## src/rtl/uart_pkg.sv

```systemverilog
// uart_pkg
// Shared definitions for the UART receiver and the future transmitter:
// receiver state encoding, oversampling constants, the baud divisor
// calculation and the 3-sample majority vote.
package uart_pkg;

    localparam int OVERSAMPLE = 16;
    localparam int MID_TICK   = 7;
    localparam int DATA_BITS  = 8;

    typedef enum logic [2:0] {
        IDLE,
        START,
        DATA,
        STOP,
        WAIT_HIGH
    } uart_state_t;

    // Clock cycles per oversample tick, rounded to nearest.
    function automatic int calc_div(input int clk_freq, input int baud);
        return (clk_freq + (OVERSAMPLE / 2) * baud) / (OVERSAMPLE * baud);
    endfunction

    function automatic logic majority3(input logic a, input logic b, input logic c);
        return (a & b) | (a & c) | (b & c);
    endfunction

endpackage

```

## src/rtl/uart_rx_if.sv

```systemverilog
// uart_rx_if
// Byte-side handshake between the UART receiver and its consumer.
//   rx_data      received byte
//   rx_avail     rx_data valid, held until rx_ack
//   rx_ack       consumer strobe, one cycle
//   rx_frame_err one-cycle pulse on a low stop bit
//   rx_overrun   sticky, a byte was dropped
// master: the receiver. slave: the consumer.
interface uart_rx_if;
    logic [7:0] rx_data;
    logic       rx_avail;
    logic       rx_ack;
    logic       rx_frame_err;
    logic       rx_overrun;

    modport master (
        output rx_data,
        output rx_avail,
        output rx_frame_err,
        output rx_overrun,
        input  rx_ack
    );

    modport slave (
        input  rx_data,
        input  rx_avail,
        input  rx_frame_err,
        input  rx_overrun,
        output rx_ack
    );
endinterface

```

## src/rtl/uart_baud_gen.sv

```systemverilog
// uart_baud_gen
// Free-running divider producing the oversample tick.
//   clk   system clock
//   rst   asynchronous active-high reset, count returns to 0
//   tick  one-cycle strobe every DIV cycles, high while count = DIV-1
module uart_baud_gen #(
    parameter int DIV = 27
) (
    input  logic clk,
    input  logic rst,
    output logic tick
);

    localparam int CW = (DIV > 1) ? $clog2(DIV) : 1;
    localparam logic [CW-1:0] LAST = CW'(DIV - 1);

    generate
        if (DIV < 2) begin : g_div_check
            $error("uart_baud_gen: DIV must be at least 2");
        end
    endgenerate

    logic [CW-1:0] cnt;

    always_ff @(posedge clk or posedge rst) begin
        if (rst) begin
            cnt <= '0;
        end else if (cnt == LAST) begin
            cnt <= '0;
        end else begin
            cnt <= cnt + 1'b1;
        end
    end

    assign tick = (cnt == LAST);

endmodule

```

## src/rtl/uart_rx.sv

```systemverilog
// uart_rx
// 8N1 serial receiver, 16x oversampled with a 3-sample majority vote
// around the middle of each bit. Holds each byte until acknowledged,
// flags low stop bits and dropped bytes.
//   clk       system clock
//   rst       asynchronous active-high reset
//   uart_rxd  serial line, idle high, asynchronous to clk
//   bus       byte-side handshake (uart_rx_if.master)
//
// state     | meaning
// IDLE      | line idle, waiting for rxs low
// START     | validating the start bit at mid-bit
// DATA      | sampling 8 data bits, LSB first
// STOP      | sampling the stop bit
// WAIT_HIGH | after a framing error, waiting for the line to return high
module uart_rx
    import uart_pkg::*;
#(
    parameter int clk_freq       = 50000000,
    parameter int uart_baud_rate = 115200
) (
    input  logic      clk,
    input  logic      rst,
    input  logic      uart_rxd,
    uart_rx_if.master bus
);

    localparam int DIV = calc_div(clk_freq, uart_baud_rate);
    localparam int TW  = $clog2(OVERSAMPLE);
    localparam int BW  = $clog2(DATA_BITS);

    localparam logic [TW-1:0] SAMP_FIRST = TW'(MID_TICK - 1);
    localparam logic [TW-1:0] SAMP_MID   = TW'(MID_TICK);
    localparam logic [TW-1:0] SAMP_LAST  = TW'(MID_TICK + 1);
    localparam logic [BW-1:0] LAST_BIT   = BW'(DATA_BITS - 1);

    generate
        if (DIV < 2) begin : g_div_check
            $error("uart_rx: clk_freq too low for uart_baud_rate (DIV < 2)");
        end
    endgenerate

    uart_state_t          state, state_nx;
    logic                 rxd_meta, rxs;
    logic                 tick;
    logic [TW-1:0]        tcnt;
    logic [BW-1:0]        bidx;
    logic [1:0]           samp;
    logic [DATA_BITS-1:0] shreg;
    logic [7:0]           data_r;
    logic                 avail_r, ovr_r, ferr_r;

    logic decide, bit_val;
    logic tcnt_clr, bidx_clr, shift_en, byte_done, ferr_set;

    uart_baud_gen #(.DIV(DIV)) u_baud (
        .clk  (clk),
        .rst  (rst),
        .tick (tick)
    );

    always_ff @(posedge clk or posedge rst) begin
        if (rst) begin
            rxd_meta <= 1'b1;
            rxs      <= 1'b1;
        end else begin
            rxd_meta <= uart_rxd;
            rxs      <= rxd_meta;
        end
    end

    // samp holds the samples from ticks 6 and 7; the live rxs supplies
    // the third vote at tick 8, so the decision lands on that tick.
    assign decide  = tick && (tcnt == SAMP_LAST);
    assign bit_val = majority3(samp[1], samp[0], rxs);

    always_ff @(posedge clk or posedge rst) begin
        if (rst) begin
            state <= IDLE;
        end else begin
            state <= state_nx;
        end
    end

    always_comb begin
        state_nx  = state;
        tcnt_clr  = 1'b0;
        bidx_clr  = 1'b0;
        shift_en  = 1'b0;
        byte_done = 1'b0;
        ferr_set  = 1'b0;
        unique case (state)
            IDLE: begin
                if (!rxs) begin
                    state_nx = START;
                    tcnt_clr = 1'b1;
                end
            end
            START: begin
                if (decide) begin
                    if (bit_val) begin
                        state_nx = IDLE;
                    end else begin
                        state_nx = DATA;
                        bidx_clr = 1'b1;
                    end
                end
            end
            DATA: begin
                if (decide) begin
                    shift_en = 1'b1;
                    if (bidx == LAST_BIT) begin
                        state_nx = STOP;
                    end
                end
            end
            STOP: begin
                // Leave STOP at mid-bit so a start edge right after the
                // stop bit is not missed.
                if (decide) begin
                    if (bit_val) begin
                        byte_done = 1'b1;
                        state_nx  = IDLE;
                    end else begin
                        ferr_set = 1'b1;
                        state_nx = WAIT_HIGH;
                    end
                end
            end
            WAIT_HIGH: begin
                if (rxs) begin
                    state_nx = IDLE;
                end
            end
            default: state_nx = IDLE;
        endcase
    end

    // tcnt wraps modulo 16, so the decision tick of each following bit
    // comes exactly one bit period after the previous one.
    always_ff @(posedge clk or posedge rst) begin
        if (rst) begin
            tcnt  <= '0;
            bidx  <= '0;
            samp  <= 2'b11;
            shreg <= '0;
        end else begin
            if (tcnt_clr) begin
                tcnt <= '0;
            end else if (tick) begin
                tcnt <= tcnt + 1'b1;
            end
            if (tick && (tcnt == SAMP_FIRST || tcnt == SAMP_MID)) begin
                samp <= {samp[0], rxs};
            end
            if (bidx_clr) begin
                bidx <= '0;
            end else if (shift_en) begin
                bidx <= bidx + 1'b1;
            end
            if (shift_en) begin
                shreg <= {bit_val, shreg[DATA_BITS-1:1]};
            end
        end
    end

    // An ack in the same cycle as a completed byte frees the holding
    // register, so the new byte is taken and any old overrun is cleared.
    always_ff @(posedge clk or posedge rst) begin
        if (rst) begin
            data_r  <= '0;
            avail_r <= 1'b0;
            ovr_r   <= 1'b0;
            ferr_r  <= 1'b0;
        end else begin
            ferr_r <= ferr_set;
            if (byte_done) begin
                if (!avail_r || bus.rx_ack) begin
                    data_r  <= shreg;
                    avail_r <= 1'b1;
                    ovr_r   <= 1'b0;
                end else begin
                    ovr_r <= 1'b1;
                end
            end else if (bus.rx_ack && avail_r) begin
                avail_r <= 1'b0;
                ovr_r   <= 1'b0;
            end
        end
    end

    assign bus.rx_data      = data_r;
    assign bus.rx_avail     = avail_r;
    assign bus.rx_overrun   = ovr_r;
    assign bus.rx_frame_err = ferr_r;

endmodule

```

## src/flat_wrapper.sv

```systemverilog
// flat-port wrapper written by rule: the top's interface ports become plain ports
module uart_rx_flat import uart_pkg::*;
#(
    parameter int clk_freq       = 50000000,
    parameter int uart_baud_rate = 115200
)
  (clk, rst, uart_rxd, bus_rx_data, bus_rx_avail, bus_rx_frame_err, bus_rx_overrun, bus_rx_ack);
  uart_rx_if bus_i ();
  input  logic clk;
  input  logic rst;
  input  logic uart_rxd;
  output wire logic [$bits(bus_i.rx_data)-1:0] bus_rx_data;
  output wire logic [$bits(bus_i.rx_avail)-1:0] bus_rx_avail;
  output wire logic [$bits(bus_i.rx_frame_err)-1:0] bus_rx_frame_err;
  output wire logic [$bits(bus_i.rx_overrun)-1:0] bus_rx_overrun;
  input wire logic [$bits(bus_i.rx_ack)-1:0] bus_rx_ack;
  assign bus_rx_data = bus_i.rx_data;
  assign bus_rx_avail = bus_i.rx_avail;
  assign bus_rx_frame_err = bus_i.rx_frame_err;
  assign bus_rx_overrun = bus_i.rx_overrun;
  assign bus_i.rx_ack = bus_rx_ack;
  uart_rx #(.clk_freq(clk_freq), .uart_baud_rate(uart_baud_rate)) u_core (.clk(clk), .rst(rst), .uart_rxd(uart_rxd), .bus(bus_i));
endmodule
```

## config.mk

```make
export PLATFORM = sky130hd
export DESIGN_NAME = uart_rx_flat
export DESIGN_NICKNAME = d
export VERILOG_FILES = /design/src/rtl/uart_pkg.sv /design/src/rtl/uart_rx_if.sv /design/src/rtl/uart_baud_gen.sv /design/src/rtl/uart_rx.sv /design/src/flat_wrapper.sv
export SDC_FILE = /design/constraint.sdc
export NUM_CORES = 1
export LEC_CHECK = 0
export BUFFER_PORTS_ARGS = -buffer_cell sky130_fd_sc_hd__buf_2
export CORE_MARGIN = 8
export CORE_UTILIZATION = 45
export CTS_CLUSTER_DIAMETER = 80
export DETAILED_ROUTE_END_ITERATION = 10
export SETUP_SLACK_MARGIN = 0.02
export SLEW_MARGIN = 20
export SYNTH_ARGS = -nofsm -noshare
export SYNTH_HDL_FRONTEND = slang
export SYNTH_SLANG_ARGS = --single-unit
```

## constraint.sdc

```tcl
create_clock -name clk -period 4.15 [get_ports clk]
set_clock_uncertainty 0.05 [all_clocks]
set_input_delay 0.83 -clock clk [delete_from_list [all_inputs] [get_ports clk]]
set_output_delay 0.83 -clock clk [all_outputs]
set_load 0.01 [all_outputs]
```

Word level (Yosys, flattened, before mapping)
Cells that the tools add are included.
- register bits: 38
- input port bits: 4
- output and inout bits: 11
- logic and storage cells: 79
- add/sub/neg operators: 3
- eq/ne operators: 16
- mux-type cells: 30
- bitwise logic cells: 5
- reduce and logical (&&, ||, !) cells: 13
- operator list (kind ; number):
    $mux W3 ; 9
    $mux W1 ; 16
    $pmux W3 S5 ; 1
    $ne A2 B1 Y1 const B ; 5
    $eq A4 B3 Y1 const B ; 2
    $mux W4 ; 2
    $eq A3 B2 Y1 const B ; 2
    $eq A3 B3 Y1 const B ; 2
    $reduce_and A6 Y1 ; 1
    $reduce_bool A2 Y1 ; 3
    $add A5 B1 Y5 const B ; 1
    $eq A5 B5 Y1 const B ; 1
    $mux W5 ; 1
    $add A4 B1 Y4 const B ; 1
    $eq A4 B4 Y1 const B ; 1
    $ne A2 B2 Y1 const B ; 2
    $reduce_and A2 Y1 ; 2
    $add A3 B1 Y3 const B ; 1
    $and A1 B1 Y1 ; 3
    $eq A3 B1 Y1 const B ; 1
    $logic_and A1 B1 Y1 ; 3
    $logic_not A3 Y1 ; 1
    $logic_or A1 B1 Y1 ; 2
    $mux W2 ; 1
    2 further kinds ; 3

Logic depth before layout (Yosys ltp)
Gate-level depths: netlist (run 1).
- depth in word-level cells: 8
- mapped depth: 7

Modules after synthesis
A second synthesis (run 1) with hierarchy kept.
- cell total of the unflattened synthesis: 138
- area, all modules: 1769.2 µm²
- by module, submodules not included (module ; times used ; cells each ; area an instance (µm²)):
    uart_rx ; 1 ; 113 ; 1498.9
    uart_baud_gen ; 1 ; 25 ; 270.3

Worst setup path before layout (run 1)
OpenSTA, ideal clock, no wires.
- path type: reg2reg
- start point: register u_core.u_baud.cnt[0]
- end point: register u_core.shreg[0]
- library setup time: 125 ps
- arrival: 1502 ps
- data required time: 3975 ps
- slack: 2473 ps
- stages on the path, launching flop included: 7
- buffers on the path: 1
- cells stage by stage: dfrtp_1 -> inv_1 -> ha_1 -> and4b_1 -> and4_4 -> buf_6 -> mux2_2
- longest elaborated chain between the ends: 4
- ends and longest elaborated chain (what ; line ; RTL):
    start, declared ; uart_baud_gen.sv:23 ; logic [CW-1:0] cnt;
    start signal, assigned ; uart_baud_gen.sv:31 ; cnt <= cnt + 1'b1;
    $eq A5 B5 Y1 ; uart_baud_gen.sv:35 ; assign tick = (cnt == LAST);
    $logic_and A1 B1 Y1 ; uart_rx.sv:74 ; assign decide = tick && (tcnt == SAMP_LAST);
    $mux W1 ; uart_rx.sv:110 ; if (decide) begin
    $mux W1 ; uart_rx.sv:92 ; unique case (state)
    end signal, assigned ; uart_rx.sv:162 ; shreg <= {bit_val, shreg[DATA_BITS-1:1]};
    end, declared ; uart_rx.sv:49 ; logic [DATA_BITS-1:0] shreg;
Every way passes these cells.
A chain may end at the register's enable or synchronous reset.

Worst setup path in the final report (run 1)
- start point: register u_core.u_baud.cnt[0]
- end point: register u_core.shreg[2]
Same word-level chain as after synthesis.

==> impl_metrics.json, run 1 <==
{
  "syn_area_per_cell_um2": 13.0,
  "hold_slack_ps": 310,
  "grtUsageTotal_pct": 10.0,
  "drt-total-wl_um": 2690,
  "cts_resized": 0,
  "ctsRootBufferMaster": "clkbuf_8",
  "htree_levels": 2,
  "clock_tree.buffer_depth": 2,
  "clk_pin_slew_ps": 70,
  "synth_warnings": 0,
  "synth.most_common_cell": "dfrtp_1",
  "crit_family": "simple AND/OR/NAND/NOR gates",
  "min_from": "u_core.rxd_meta",
  "post_cts_buffers": 0,
  "via_per_inst": 4.95,
  "first_global_vias": 1032,
  "leakagePower_nw": 0.955,
  "path_class": "register to register",
  "clk-insertion-delay-late_ps": 290,
  "die_area_um2": 5960,
  "row_count": 22,
  "stdcell_count": 198,
  "die_x_um": 77.2,
  "first_pass_iters": 4,
  "tns_ps": 0,
  "drive_gt1_share_pct": 34.0,
  "pin_count": 15,
  "hold_depth": 0,
  "placed_cells": 190,
  "initial_core_util_pct": 46.4,
  "slowest_stage": "and4b_1",
  "drv_cap": 0,
  "startpoint": "u_core.u_baud.cnt[0]",
  "cp-end-kind": "register",
  "synth_common_cells": "dfrtp_1 (34), mux2_2 (18), nor2_1 (13), nand2_1 (8), ha_1 (7)",
  "gp_congestion": 0.723,
  "cts_tree": "built",
  "required_ps": 4270,
  "fin_crit_ps": 2060,
  "route.detailed.drc": 0,
  "hold_class": "register to register",
  "port_buffers": 14,
  "ant_nets": 0,
  "path_cells": "inv_1 -> ha_1 -> and4b_1 -> and4_4 -> mux2_2",
  "max_freq_mhz": 485,
  "synth_top_flop_cell": "dfrtp_1",
  "ir_worst_vdd_v": 0.000183,
  "postSynthCellCount": 130,
  "coreArea_um2": 3630,
  "antenna_found_initial": 0,
  "synth_edf_count": 0,
  "worst_pin_slew_ps": 606,
  "yosysSeqAreaShare_pct": 56.7,
  "slowest_delay_ps": 460,
  "synth_top_area_share_pct": 50.4,
  "num_antenna_cells": 0,
  "crit_buf_inv": 1,
  "initialDrtViolationCount": 42,
  "regToRegSetupSlack_ps": 2090,
  "power_density_nw_per_um2": 338,
  "synthDistinctLibCells": 34,
  "status": "complete, no violations",
  "final-setup-viol-count": 0,
  "slew_viol_final": 0,
  "vias": 980,
  "reg2reg_depth": 5,
  "wl_per_cell_um": 13.6,
  "dp_hpwl_um": 1910,
  "clock-sinks": 38,
  "reg2reg_to": "u_core.shreg[2]",
  "cp_max_fo": 12,
  "r2r-start": "u_core.u_baud.cnt[0]",
  "die_y_um": 77.2,
  "min_delay_worst_endpoint": "u_core.rxs",
  "synth.largest_area_cell": "dfrtp_1",
  "async_reset_ff_share_pct": 100,
  "ctsHoldBuffers": 0,
  "worstPathArrival_ps": 2180,
  "utilization_pct": 52.2,
  "grt_pass1_wl_um": 4810,
  "synth.area.top_cells": "dfrtp_1 (50%), mux2_2 (12%), dfstp_2 (6.2%)",
  "rsz0062_at_grt": "false",
  "syn-num-nets": 141,
  "finalHoldViolCount": 0,
  "slew_headroom_pct": 59.2,
  "post-route-period-util_pct": 49.7,
  "grt_max_degree": 39,
  "ys_ff_latch": 38,
  "power_mw": 0.641,
  "nNetsFinal": 160,
  "syn-cell-area_um2": 1690,
  "overflow": 0,
  "cts_buffers": 5,
  "cp-start-kind": "register",
  "syn2layout_area_growth_pct": 12.5
}
-- cell usage in the layout, fill, tap and decap left out, types with 2 or more instances in the layout --
cell type and n:
dfrtp_1 34, inv_1 6, ha_1 7, nand3_1 2, xnor2_1 2, nor2_1 13, nand2_1 8, and3b_1 2
a311oi_1 2, mux2i_1 3, clkbuf_8 6, o21ai_0 2, dfstp_2 4, buf_2 14, xor2_1 3, nand4_1 2
a21oi_1 3, mux2_2 18
-- registers in the layout, summed over array words and instances (netlist names) --
signal,flops
u_core.bus.rx_overrun,1
u_core.bus.rx_data,8
u_core.rxs,1
u_core.shreg,8
u_core.tcnt,4
u_core.samp,2
u_core.state,3
u_core.bus.rx_frame_err,1
u_core.bus.rx_avail,1
u_core.rxd_meta,1
u_core.u_baud.cnt,5
u_core.bidx,3
-- worst max-delay path by stage --
stage / to / slack [ps] / depth (start not counted)
after floorplan: u_core.bidx[0] / 2420 / 1
after global placement: u_core.shreg[6] / 2130 / 5
after detailed placement: u_core.shreg[1] / 2090 / 5
after CTS: u_core.shreg[2] / 2080 / 5
after global routing: u_core.shreg[2] / 1960 / 5
final: u_core.shreg[2] / 2090 / 5
-- metrics by stage --
stage / area (um^2) / setup WS [ps]
2_1_floorplan: 1690 / 2420
3_3_place_gp: 1800 / 2130
3_5_place_dp: 1800 / 2090
4_1_cts: 1900 / 2080
5_1_grt: 1900 / 1960
6_report: 1900 / 2090
-- metal layers --
metal  routed length, um  GRT usage [%]
met1                1330           12.7
met2                1240           15.1
met3                  98           4.08
met4                  18           3.40
met5                   0              0
-- power by group --
group / internal (mW) / leakage, nW / switching [mW]
Sequential: 0.372 / 0.491 / 0.000913
Clock: 0.133 / 0.0472 / 0.125
Combinational: 0.00192 / 0.417 / 0.00745
Total: 0.507 / 0.955 / 0.133
-- area by class of cell --
cell class	instances	area, um^2
Fill cell	327	1740
Inverter	6	22.5
Timing Repair Buffer	15	77.6
Sequential cell	38	956
Clock inverter	2	12.5
Multi-Input combinational cell	83	687
Tap cell	48	60.1
Clock buffer	6	82.6
-- logic make-up (layout without fill, tap and decap cells) --
| kind of cell | count (synthesis) | count (layout) | synth area share [%] |
|---|---|---|---|
| AO/OA/AOI/OAI | 10 | 10 | 3.93 |
| XOR/XNOR | 5 | 5 | 2.60 |
| adder cells (fa/ha/maj) | 8 | 8 | 5.86 |
| buffers and inverters | 9 | 29 | 2.60 |
| flip-flops | 38 | 38 | 56.7 |
| multiplexers | 21 | 21 | 13.8 |
| AND/OR/NAND/NOR | 39 | 39 | 14.5 |
(Power assumes the default switching activity.)
==> inputs of run 2 (changes only) <==
- clock period: 4.15 -> 2.15 ns (I/O delays scaled with it)
==> run 2 against run 1 <==
Compared with the run above: utilization is 0.14 points lower; die area stayed put; maximum frequency is 16% higher; setup slack worse by 1700 ps.
==> impl_metrics.json, run 2 (synthesis results as in run 1) <==
{
  "status": "complete, no violations",
  "slowest_stage": "dfrtp_1",
  "post_dp_cell_area_um2": 1810,
  "die_y_um": 77.2,
  "clock-sinks": 38,
  "post-route-period-util_pct": 83.0,
  "grt_pass1_wl_um": 4590,
  "pin_count": 15,
  "cts_buffers": 5,
  "slowest_delay_ps": 410,
  "met2_usage_pct": 14.4,
  "clk-insertion-delay-late_ps": 290,
  "hold_slack_ps": 188,
  "ant_nets": 0,
  "first_pass_iters": 4,
  "required_ps": 2270,
  "drv_cap": 0,
  "cts_resized": 0,
  "initialDrtViolationCount": 49,
  "worstPathArrival_ps": 1910,
  "fin_crit_ps": 1780,
  "power_density_nw_per_um2": 633,
  "final_cell_mix": "dfrtp_1 (34), mux2_2 (18), buf_2 (14), nor2_1 (13), nand2_1 (8)",
  "nFillCells": 343,
  "placed_cells": 191,
  "clock_tree.buffer_depth": 2,
  "slew_headroom_pct": 57.2,
  "ff_latch_area_um2": 956,
  "dp_hpwl_um": 1880,
  "stdcell_count": 199,
  "ir_worst_vdd_v": 0.000396,
  "cp-end-kind": "register",
  "row_count": 22,
  "route.detailed.drc": 0,
  "htree_levels": 2,
  "clk_pin_slew_ps": 80,
  "slew_viol_final": 0,
  "finalHoldViolCount": 0,
  "cp_max_fo": 11,
  "grtUsageTotal_pct": 9.57,
  "tns_ps": 0,
  "ctsHoldBuffers": 0,
  "drive_gt1_share_pct": 33.8,
  "grt_max_degree": 39,
  "rsz0062_at_grt": "false",
  "multi_input_area_um2": 687,
  "die_area_um2": 5960,
  "wl_per_cell_um": 13.3,
  "coreArea_um2": 3630,
  "cp-start-kind": "register",
  "nNetsFinal": 161,
  "port_buffers": 14,
  "r2r-start": "u_core.u_baud.cnt[0]",
  "path_cells": "inv_1 -> ha_1 -> and4b_1 -> and4_4 -> mux2_2",
  "busiest_layer": "met2",
  "reg2reg_to": "u_core.shreg[0]",
  "grtUsageMet1_pct": 11.1,
  "worst_pin_slew_ps": 635,
  "leakagePower_nw": 0.958,
  "drt-total-wl_um": 2650,
  "num_antenna_cells": 0,
  "reg2reg_depth": 5,
  "post_cts_buffers": 0,
  "via_per_inst": 5.02,
  "vias": 999,
  "first_global_vias": 1035,
  "syn2layout_area_growth_pct": 12.2,
  "regToRegSetupSlack_ps": 370,
  "finalInstanceArea_um2": 1890,
  "gp_congestion": 0.782,
  "path_class": "register to register",
  "cts_tree": "built",
  "final_common_cell": "dfrtp_1",
  "ctsRootBufferMaster": "clkbuf_8",
  "max_freq_mhz": 560,
  "hold_class": "input port to asynchronous set/reset pin",
  "grt_use_met3_pct": 4.43,
  "final-setup-viol-count": 0,
  "antenna_found_initial": 0,
  "overflow": 0,
  "die_x_um": 77.2,
  "initial_core_util_pct": 46.4
}
## run 2: changes by cell type in the layout (fill, tap and decap cells not counted)
cell / before / now
clkbuf_1: 0 / 1
clkbuf_8: 6 / 5
buf_4: 1 / 2
clkinvlp_4: 1 / 0
clkinv_2: 1 / 2
## run 2: layer usage
layer  routed length [um]  vias to the layer above
met4                   48                        0
met3                  127                        5
met2                 1240                       15
li1                     -                      487
met5                    0                        -
met1                 1230                      492
## run 2: worst max-delay path by stage
stage	start	end	slack, ps	cells past startpoint
after global placement	u_core.u_baud.cnt[0]	u_core.shreg[7]	380	5
final	u_core.u_baud.cnt[0]	u_core.shreg[0]	370	5
after CTS	u_core.u_baud.cnt[0]	u_core.shreg[2]	360	5
after detailed placement	u_core.u_baud.cnt[0]	u_core.shreg[5]	360	5
after global routing	u_core.u_baud.cnt[0]	u_core.bus.rx_data[1]	260	6
after floorplan	u_core.u_baud.cnt[0]	u_core.shreg[0]	470	6
## run 2: layout make-up
cell class                 instances  area share [%]
multi-input combinational         83            36.3
tap                               48            3.17
timing repair buffer              16            4.49
sequential                        38            50.5
clock buffer                       6            3.83
clock inverter                     2           0.529
inverter                           6            1.19
## run 2: through the flow
| stage | total power, mW | util [%] | setup slack [ps] |
|---|---|---|---|
| floorplan | 0.744 | - | 473 |
| global placement | 0.752 | 49.8 | 385 |
| detailed placement | 0.752 | 49.8 | 363 |
| CTS | 1.22 | 52.1 | 361 |
| global route | 1.25 | 52.1 | 258 |
| finish | 1.20 | 52.1 | 366 |
## run 2: report_power, final
group	switching [mW]	leakage [nW]	internal, mW
clock network	0.236	0.0450	0.224
logic	0.0143	0.422	0.00370
registers	0.00173	0.491	0.718
total	0.252	0.958	0.946
## run 2: worst max-delay path: cells and delay by family, from the launching register on
family / cells / cell delay, ps
adders and majority gates: 1 / 180
buffers and inverters: 1 / 70
and+or+nand+nor: 2 / 620
DFF: 1 / 410
muxes: 1 / 350
==> inputs of run 3 (changes only) <==
- clock period: 2.15 -> 1.7 ns (I/O delays scaled with it)
==> run 3 against run 2 <==
Compared with the run above: the run now ends with setup timing left; final cell count increased by 7.0%; total power increased by 31%; wire length increased by 7.4%; non-clock buffer count increased by 14; cell area increased by 9.1%; first-iteration DRC count decreased by 18%; register-to-register slack got worse by 400 ps; flip-flop and latch count unchanged; global-route usage increased by 0.75 points; sequential share of layout area decreased by 4.2 points; clock power increased by 39%; critical path type unchanged; largest power group unchanged.
==> impl_metrics.json, run 3 (synthesis results as in run 1) <==
{
  "path_class": "register to register",
  "drt-total-wl_um": 2850,
  "initial_core_util_pct": 46.4,
  "drv_cap": 0,
  "drive_gt1_share_pct": 44.8,
  "clk-insertion-delay-late_ps": 290,
  "max_freq_mhz": 576,
  "final-setup-viol-count": 6,
  "reg2reg_to": "u_core.shreg[5]",
  "die_area_um2": 5960,
  "timing.final.ws_setup_ps": -36.4,
  "post-route-period-util_pct": 102,
  "cts_buffers": 5,
  "regToRegSetupSlack_ps": -40,
  "wl_met1_um": 1310,
  "placed_cells": 201,
  "ctsRootBufferMaster": "clkbuf_8",
  "fin_crit_ps": 1740,
  "required_ps": 1820,
  "grt_pass1_wl_um": 4950,
  "wl_met2_um": 1350,
  "via_per_inst": 5.05,
  "cp_max_fo": 11,
  "violations": "setup timing",
  "nFillCells": 311,
  "finalHoldViolCount": 0,
  "grt_max_degree": 39,
  "syn2layout_area_growth_pct": 22.4,
  "hold_class": "input port to asynchronous set/reset pin",
  "clock-sinks": 38,
  "gp_congestion": 0.820,
  "tns_ps": -178,
  "clk_pin_slew_ps": 80,
  "route.detailed.drc": 0,
  "stdcell_count": 213,
  "dr.max_layer_used": "met4",
  "grtUsageTotal_pct": 10.3,
  "rsz0062_at_grt": "true",
  "r2r-start": "u_core.u_baud.cnt[0]",
  "die_y_um": 77.2,
  "worst_pin_slew_ps": 472,
  "pre_cts_ws_ps": -51.6,
  "nNetsFinal": 175,
  "utilization_pct": 56.8,
  "reg2reg_depth": 5,
  "slew_headroom_pct": 68.5,
  "coreArea_um2": 3630,
  "row_count": 22,
  "final_common_cell": "dfrtp_1",
  "pin_count": 15,
  "cts_tree": "built",
  "overflow": 0,
  "dp_hpwl_um": 2020,
  "clock_tree.buffer_depth": 2,
  "num_antenna_cells": 0,
  "dr_wl_met3_um": 134,
  "wl_per_cell_um": 13.4,
  "status": "finished, violations left",
  "initialDrtViolationCount": 40,
  "first_global_vias": 1142,
  "htree_levels": 2,
  "first_pass_iters": 3,
  "port_buffers": 14,
  "slew_viol_final": 0,
  "antenna_found_initial": 0,
  "ant_nets": 0,
  "cp-start-kind": "register",
  "die_x_um": 77.2,
  "cp-end-kind": "register",
  "worstPathArrival_ps": 1860,
  "power_density_nw_per_um2": 763,
  "ir_worst_vdd_v": 0.000586,
  "leakagePower_nw": 1.03,
  "final_cell_mix": "dfrtp_1 (34), buf_4 (15), mux2_2 (14), buf_2 (14), nor2_1 (13)",
  "vias": 1076,
  "hold_slack_ps": 95.2
}
run 3: how the worst max path moves through the flow:
stage | from | end | slack, ps | cells after the start
5_1_grt | u_core.u_baud.cnt[0] | u_core.bus.rx_data[4] | -100 | 6
3_3_place_gp | u_core.u_baud.cnt[0] | u_core.shreg[0] | 0.2 | 5
2_1_floorplan | u_core.u_baud.cnt[0] | u_core.shreg[0] | 20 | 6
4_1_cts | u_core.u_baud.cnt[0] | u_core.bus.rx_data[4] | -30 | 6
3_5_place_dp | u_core.u_baud.cnt[0] | u_core.bus.rx_data[4] | -50 | 6
6_report | u_core.u_baud.cnt[0] | u_core.shreg[5] | -40 | 5
run 3: layout make-up:
| cell class | count | area [um^2] | share of cell area (%) |
|---|---|---|---|
| clock buffer | 6 | 82.6 | 4.00 |
| clock inverter | 2 | 12.5 | 0.606 |
| inverter | 6 | 22.5 | 1.09 |
| multi-input combinational | 83 | 737 | 35.7 |
| sequential | 38 | 956 | 46.3 |
| tap | 48 | 60.1 | 2.91 |
| timing repair buffer | 30 | 194 | 9.39 |
run 3: critical path, stage by stage (launching register included):
cell	delay [ps]
dfrtp_1	380
inv_1	60
ha_2	180
and4b_2	250
and4_4	360
mux2_2	360
run 3: repair_timing:
action                     in CTS  in global routing
resized for setup               4                 12
buffers inserted                2                  2
hold buffers                    0                  0
setup endpoints to repair      19                 25
pin swaps                       2                  6
run 3: report_power, final:
group          internal (mW)  switching (mW)
logic                0.00619          0.0198
registers              0.908         0.00131
clock network          0.326           0.313
total                   1.24           0.334
run 3: per-layer routing:
metal | track usage (%) | vias to the layer above
met1 | 11.3 | 541
met3 | 4.78 | 5
met4 | 3.96 | 0
met2 | 16.9 | 15
li1 | - | 515
met5 | 0 | -
run 3: stage by stage:
stage | total power [mW] | instance area [um^2]
after floorplan | 0.941 | 1690
after global placement | 0.953 | 1890
after detailed placement | 0.954 | 1890
after CTS | 1.59 | 2010
after global routing | 1.63 | 2060
final | 1.57 | 2060
